**config.mk**
```make
export PLATFORM = sky130hd
export DESIGN_NAME = regfile_sb
export DESIGN_NICKNAME = d
export VERILOG_FILES = /design/src/rtl/regfile_sb.sv
export SDC_FILE = /design/constraint.sdc
export NUM_CORES = 2
export LEC_CHECK = 0
export ABC_CLOCK_PERIOD_IN_PS = 8300
export CORE_UTILIZATION = 35
export DETAILED_ROUTE_END_ITERATION = 8
export PLACE_DENSITY_LB_ADDON = 0.3
export RECOVER_POWER = 25
export SLEW_MARGIN = 10
export SYNTH_ARGS = -nofsm -noshare
export SYNTH_HDL_FRONTEND = slang
export SYNTH_SLANG_ARGS = --single-unit
export TNS_END_PERCENT = 5
```
**constraint.sdc**
```tcl
create_clock -name clk -period 8.3 [get_ports clk]
set_clock_uncertainty 0.2 [all_clocks]
set_input_delay 1.66 -clock clk [delete_from_list [all_inputs] [get_ports clk]]
set_output_delay 1.66 -clock clk [all_outputs]
set_load 0.02 [all_outputs]
```
**src/rtl/regfile_sb.sv**
```systemverilog
// Purpose: 2R/2W integer register file with same-cycle write bypass and per-register busy scoreboard.
// Latency: reads, busy1/busy2 and issue_rdy are combinational; writes and busy set/clear land at the rising edge.
// Backpressure: issue_rdy drops while issue_rd is effectively busy; a refused issue is not held and must be re-presented.
//
// Ports:
//   clk, rst_n            clock, synchronous active-low reset
//   a1/a2 -> rd1/rd2      read addresses and read data
//   busy1/busy2           effective busy of a1/a2
//   we0/a3_0/wd0          write port 0 (ALU writeback)
//   we1/a3_1/wd1          write port 1 (load return, wins on address collision)
//   issue_v/issue_rd      request to mark issue_rd busy; issue_rdy = accepted
//   busy_cnt              registered count of busy registers
module regfile_sb #(
    parameter int XLEN     = 32,
    parameter int NREG     = 32,
    parameter bit ZERO_REG = 1'b1,
    parameter bit BYPASS   = 1'b1,
    localparam int AW      = $clog2(NREG),
    localparam int CW      = $clog2(NREG + 1)
) (
    input  logic            clk,
    input  logic            rst_n,
    input  logic [AW-1:0]   a1,
    input  logic [AW-1:0]   a2,
    output logic [XLEN-1:0] rd1,
    output logic [XLEN-1:0] rd2,
    output logic            busy1,
    output logic            busy2,
    input  logic            we0,
    input  logic [AW-1:0]   a3_0,
    input  logic [XLEN-1:0] wd0,
    input  logic            we1,
    input  logic [AW-1:0]   a3_1,
    input  logic [XLEN-1:0] wd1,
    input  logic            issue_v,
    input  logic [AW-1:0]   issue_rd,
    output logic            issue_rdy,
    output logic [CW-1:0]   busy_cnt
);

    logic [XLEN-1:0] mem [NREG];
    logic [NREG-1:0] busy;

    // Writes that actually take effect: reset discards them, and register 0
    // swallows them when it is hardwired to zero.
    logic wr0, wr1;
    assign wr0 = rst_n && we0 && !(ZERO_REG && (a3_0 == '0));
    assign wr1 = rst_n && we1 && !(ZERO_REG && (a3_1 == '0));

    // clr: registers written this cycle; eb: effective busy (a retiring write
    // already frees its register in the same cycle).
    logic [NREG-1:0] clr, eb;
    always_comb begin
        clr = '0;
        for (int r = 0; r < NREG; r++) begin
            clr[r] = (wr0 && (a3_0 == AW'(r))) || (wr1 && (a3_1 == AW'(r)));
        end
        eb = busy & ~clr;
        if (ZERO_REG) eb[0] = 1'b0;
    end

    assign busy1     = eb[a1];
    assign busy2     = eb[a2];
    assign issue_rdy = issue_v && rst_n && !eb[issue_rd];

    // Issue to hardwired r0 is accepted but marks nothing.
    logic            set_v;
    logic [NREG-1:0] set_mask;
    assign set_v    = issue_rdy && !(ZERO_REG && (issue_rd == '0));
    assign set_mask = set_v ? (NREG'(1) << issue_rd) : '0;

    // Incremental count: a busy register freed and not re-set decrements once
    // (a dual-port write to the same register counts once); a set on a
    // register not currently busy increments.
    logic dec0, dec1, inc;
    assign dec0 = wr0 && busy[a3_0] && !(set_v && (issue_rd == a3_0));
    assign dec1 = wr1 && busy[a3_1] && !(set_v && (issue_rd == a3_1))
                  && !(wr0 && (a3_0 == a3_1));
    assign inc  = set_v && !busy[issue_rd];

    // Read mux: hardwired zero, then port 1 bypass, then port 0, then array.
    always_comb begin
        rd1 = mem[a1];
        if (ZERO_REG && (a1 == '0))                       rd1 = '0;
        else if (BYPASS && rst_n && we1 && (a3_1 == a1))  rd1 = wd1;
        else if (BYPASS && rst_n && we0 && (a3_0 == a1))  rd1 = wd0;
    end

    always_comb begin
        rd2 = mem[a2];
        if (ZERO_REG && (a2 == '0))                       rd2 = '0;
        else if (BYPASS && rst_n && we1 && (a3_1 == a2))  rd2 = wd1;
        else if (BYPASS && rst_n && we0 && (a3_0 == a2))  rd2 = wd0;
    end

    always_ff @(posedge clk) begin
        if (!rst_n) begin
            for (int r = 0; r < NREG; r++) begin
                mem[r] <= '0;
            end
            busy     <= '0;
            busy_cnt <= '0;
        end else begin
            // Port 1 is assigned last so it wins an address collision.
            if (wr0) mem[a3_0] <= wd0;
            if (wr1) mem[a3_1] <= wd1;
            busy     <= (busy & ~clr) | set_mask;
            busy_cnt <= busy_cnt + CW'(inc) - CW'(dec0) - CW'(dec1);
        end
    end

endmodule

```
# == After elaboration in Yosys (flattened, before gate mapping) ==
# Memories as Yosys holds them, arrays and structs flattened.
# Index checks and enable logic that the tools add are counted.
# W data, S select, Z words.
# totals
register_bits,38
ramBits,1024
word_cells,247
n_memories,1
# memory_table
name,words,word_bits,read_ports,rd_ports_with_merged_regs,wr,line,source
mem,32,32,2,0,32,41,logic [XLEN-1:0] mem [NREG];
# op_classes
add_sub_neg,3
n_lt_le_gt_ge,5
eq_ne,69
n_shift,1
mux,32
bitwise_logic,3
reduce_logical,131
# op_table
operator,n
$mux W32,9
$eq A5 B5 Y1 const B,32
$logic_and A1 B1 Y1,84
$eq A5 B4 Y1 const B,16
$reduce_or A32 Y1,2
$eq A5 B3 Y1 const B,8
$eq A5 B5 Y1,7
$and A32 B32 Y32,1
$logic_or A1 B1 Y1,32
$not A32 Y32,1
$or A32 B32 Y32,1
$shl A1 B5 Y32 const A,1
$bmux W1 S5,6
$lt A5 B6 Y1 const B,5
$logic_not A5 Y1,5
$eq A5 B2 Y1 const B,4
$mux W1,15
$sub A6 B1 Y6,2
$eq A5 B1 Y1 const B,2
$mux W5,2
$logic_not A1 Y1,8
$add A6 B1 Y6,1

# == Logic depth before layout (Yosys ltp) ==
# logic_depth
word_depth,17
mapped_depth,20

# == Worst setup path before layout ==
# Ideal clock, no wire load.
# synth_path
path_type,input to output
from,input port a2[0]
to,output port rd2[10]
t_arrival_ps,4009
path_slack_ps,2431
stages,11
path_buffers,5
path_cell_list,buf_2 buf_4 buf_2 buf_4 xor2_1 nor4_1 nand4_1 clkbuf_1 nand2_1 o21ai_0 o21ai_0
# synth_between
elab_chain_len,5
# synth_lines
item,line,source
start: declaration,24,"input logic [AW-1:0] a2,"
branches (longest 4 deep; another with $mem_v2 Z32 W32),n/a,
$mux W32 *,91,if (ZERO_REG && (a2 == '0)) rd2 = '0;
end: declaration,26,"output logic [XLEN-1:0] rd2,"
# Every way passes the cells marked *.

==> metrics.md <==
| Metric | Value |
|---|---|
| Core Footprint | 0.179 mm^2 |
| CP peak stage delay | 2.36 ns |
| GRT Total Usage | 28.1% |
| Post-synth EDFFs | 1024 |
| Post-CTS Repair Setup Buffers | 0 |
| CTS buffer count | 113 |
| Synthesized cell area | 0.0631 mm^2 |
| Combinational power share | 15.5% |
| # rows | 155 |
| Clock tree buffer depth | 3 |
| Slew Limit Fails | 891 |
| Critical path class | input port to flip-flop |
| Synth Instances | 4242 |
| Clk pwr share | 38.3% |
| Max transition margin | -166% |
| Die Ht | 427 um |
| Pwr/cell area | 193 mW/mm^2 |
| Layout cells sized above 1 | 27.3% |
| Fmax | 0.120 GHz |
| 1st-iter DRT viols | 6289 |
| Largest net degree at the start of global routing | 77 |
| Synth Area in Compound Gates | 16.1% |
| Pint | 10.1 mW |
| Drt total wl | 260000 um |
| Sequential power share | 46.2% |
| Initial Util | 35.3% |
| Yosys warns | 0 |
| Dpl cell area | 0.0678 mm^2 |
| Met1 Use GR | 34.9% |
| Post-synth ARST share | 0% |
| Fin cells | 6554 |
| M3 GR Usage | 6.33% |
| Final number of hold-violating endpoints | 0 |
| TritonCTS clock tree | yes |
| Hold Buf Count CTS | 0 |
| Final total power | 13.7 mW |
| Clk slew on worst S/H paths | 0.06 ns |
| Failing checks | max-capacitance violations, max-slew violations, negative setup slack |
| Distinct cells, synth | 68 |
| H-tree depth | 3 |
| Final global-route overflow total | 0 |
| Via count | 45900 |
| Final Cell Area | 0.0712 mm^2 |
| Max-Cap Viols | 34 |
| Simple logic cell fraction of the synthesized area | 3.30% |
| Vias in the first global route | 45000 |
| # placed instances | 6349 |
| Area grow syn2layout | 12.9% |
| Mean Syn Cell Area | 14.9 um^2 |
| Filler cell count in the final layout | 16300 |
| Post_cts resized | 0 |
| DRT Pass-1 Iters | 6 |
| Register Area | 0.0315 mm^2 |
| Routability cong. | 0.903 |
| Chip width | 427 um |
| Critical-path cell list | dlygate4sd3_1 > or3b_1 > nor2_4 > clkbuf_1 > nor2_1 > buf_4 > a22o_1 |
| VDD IR max | 0.178 mV |
| DP Wirelength | 149000 um |
| Sw Ratio | 26.5% |
| Met2 Use GR | 44.7% |
| WP data arrival | 8.64 ns |
| Synth Area in XOR/XNOR | 0.541% |
| GR peak layer | met2 |
| ANT nets after route | 0 |
| WL/cell | 39.7 um |
| Io pins | 167 |
| Setup violations, final | 4 |
| Buffers added on ports | 166 |
| CTS root buf | clkbuf_16 |
| Net Sw Power | 3.64 mW |
| Clk sinks | 1062 |
| Crit path launch type | input port |
| Antenna violations before repair | 7 |
| DR vias/cell | 7.00 |
| Seq/Total Area, Yosys | 49.9% |
| RSZ-0062 raised after global routing | no |
| Slowest cell on crit path | clkbuf_1 |
| Final #Nets | 4211 |
| Top FF cell, synth | edfxtp_1 |
| Worst setup EP type | flip-flop |
| Slew @ Worst Pin | 3.99 ns |
| Largest family of logic cells by synthesized area | multiplexers |
| Adder-Cell Fraction of Synth Area | 0.182% |
| DRC errors left | 0 |
| Final Cycle Share | 100% |
| Required time of the critical path | 8.61 ns |
| Leakage | 23.4 nW |
| Multi-input gate area | 0.0293 mm^2 |
| Tmin final | 8.32 ns |
| Clock Latency Late Sink | 0.77 ns |
| Hold/Removal Path Class | flip-flop to flip-flop |
| Setup WS post-layout | -0.0233 ns |
| Setup TNS | -0.0627 ns |
| Flops & latches, synth | 1062 |
| Proportion of synthesized area in mux cells | 25.5% |
| Die ar. | 0.182 mm^2 |
| Outcome | finished, violations left |
| CP Max Fanout | 33 |
| First-pass GRT wire length | 357000 um |
[synthesized netlist by cell type, drive strengths merged, types with 14 or more instances]
cell | n | area share [%]
mux4 | 684 | 24
nor2 | 100 | 0.59
o221ai | 28 | 0.44
clkbuf | 514 | 3.1
nor3 | 20 | 0.16
nand3 | 23 | 0.18
dfxtp | 38 | 1.2
xnor2 | 20 | 0.28
inv | 14 | 0.083
a22o | 991 | 14
nand3b | 19 | 0.23
mux2i | 71 | 1.1
xor2 | 19 | 0.26
a21oi | 107 | 0.85
nand2 | 196 | 1.2
edfxtp | 1024 | 49
buf | 173 | 1.2
o21ai | 70 | 0.56
[worst max-delay path, delay by kind of cell]
| family | cells | cell delay, ns |
|---|---|---|
| buffers and inverters | 3 | 3.91 |
| and+or+nand+nor | 3 | 2.75 |
| AOI/OAI and AO/OA | 1 | 0.24 |
[state kept, by name, summed over array words and instances (netlist names)]
register  cells
busy_cnt      6
mem        1024
busy         32
[power groups by stage]
stage / clock network, mW / logic, mW / registers, mW
3_5_place_dp: 0 / 2.11 / 6.44
4_1_cts: 5.26 / 2.12 / 6.33
6_report: 5.26 / 2.13 / 6.34
2_1_floorplan: 0 / 1.33 / 6.39
5_1_grt: 5.45 / 2.20 / 6.37
3_3_place_gp: 0 / 2.11 / 6.42
[layout by cell type (no fill, tap or decap), types with 11 or more instances in the layout]
cell	n
edfxtp_1	1024
a22o_1	991
mux4_2	684
buf_4	201
nand2_1	192
clkdlybuf4s50_1	141
clkbuf_16	115
a21oi_1	107
mux2i_1	70
o21ai_0	69
nor2_1	61
clkbuf_1	47
nor2_4	39
dfxtp_1	38
conb_1	32
clkinv_1	25
o221ai_1	22
nand3_1	22
buf_12	22
xnor2_1	20
nand3b_1	19
xor2_1	19
clkinv_2	17
inv_1	14
bufinv_16	14
nor3_2	13
dlygate4sd3_1	12
nand4_1	11
[per-layer routing]
layer / up-vias / part of all wire (%)
li1: 17600 / -
met1: 23900 / 35
met2: 3593 / 47
met3: 867 / 11
met4: 8 / 6.9
met5: - / 0.022
[through the flow]
| stage | hold slack, ns | util (%) | worst slack, ns |
|---|---|---|---|
| 6_report | 0.365 | 39.8 | -0.0233 |
| 5_1_grt | 0.395 | 39.8 | 0.428 |
| 4_1_cts | 0.370 | 40.0 | 0.725 |
| 3_5_place_dp | 0.366 | 37.9 | 0.742 |
| 3_3_place_gp | 0.354 | 37.9 | 0.803 |
| 2_1_floorplan | 0.265 | - | 2.43 |
[path summary, 6_finish.rpt]
| check | startpoint | endpoint | slack [ns] | cells after the start |
|---|---|---|---|---|
| max | a3_1[4] | mem[9][30] | -0.02 | 7 |
| min | busy[0] | busy[0] | 0.36 | 1 |
| max reg2reg | busy[20] | busy_cnt[5] | 3.59 | 18 |
| min reg2reg | busy[0] | busy[0] | 0.36 | 1 |
[cell families after synthesis]
group           count (synthesis)
buf+inv                       704
mux                           755
fa+ha+maj                       8
compound gates               1236
flops                        1062
simple gates                  437
other cells                     1
xor+xnor                       39
[final cells by class]
cell class                      instances  share of cell area, %
Antenna cell                            4                 0.0141
Sequential cell                      1062                   44.2
Timing Repair Buffer                  408                   5.14
Tap cell                             2355                   4.14
Inverter                               17                 0.0913
Multi-Input combinational cell       2507                   41.2
Clock buffer                          139                   4.17
Clock inverter                         62                   1.02
Power figures use the tool's default switching activity.
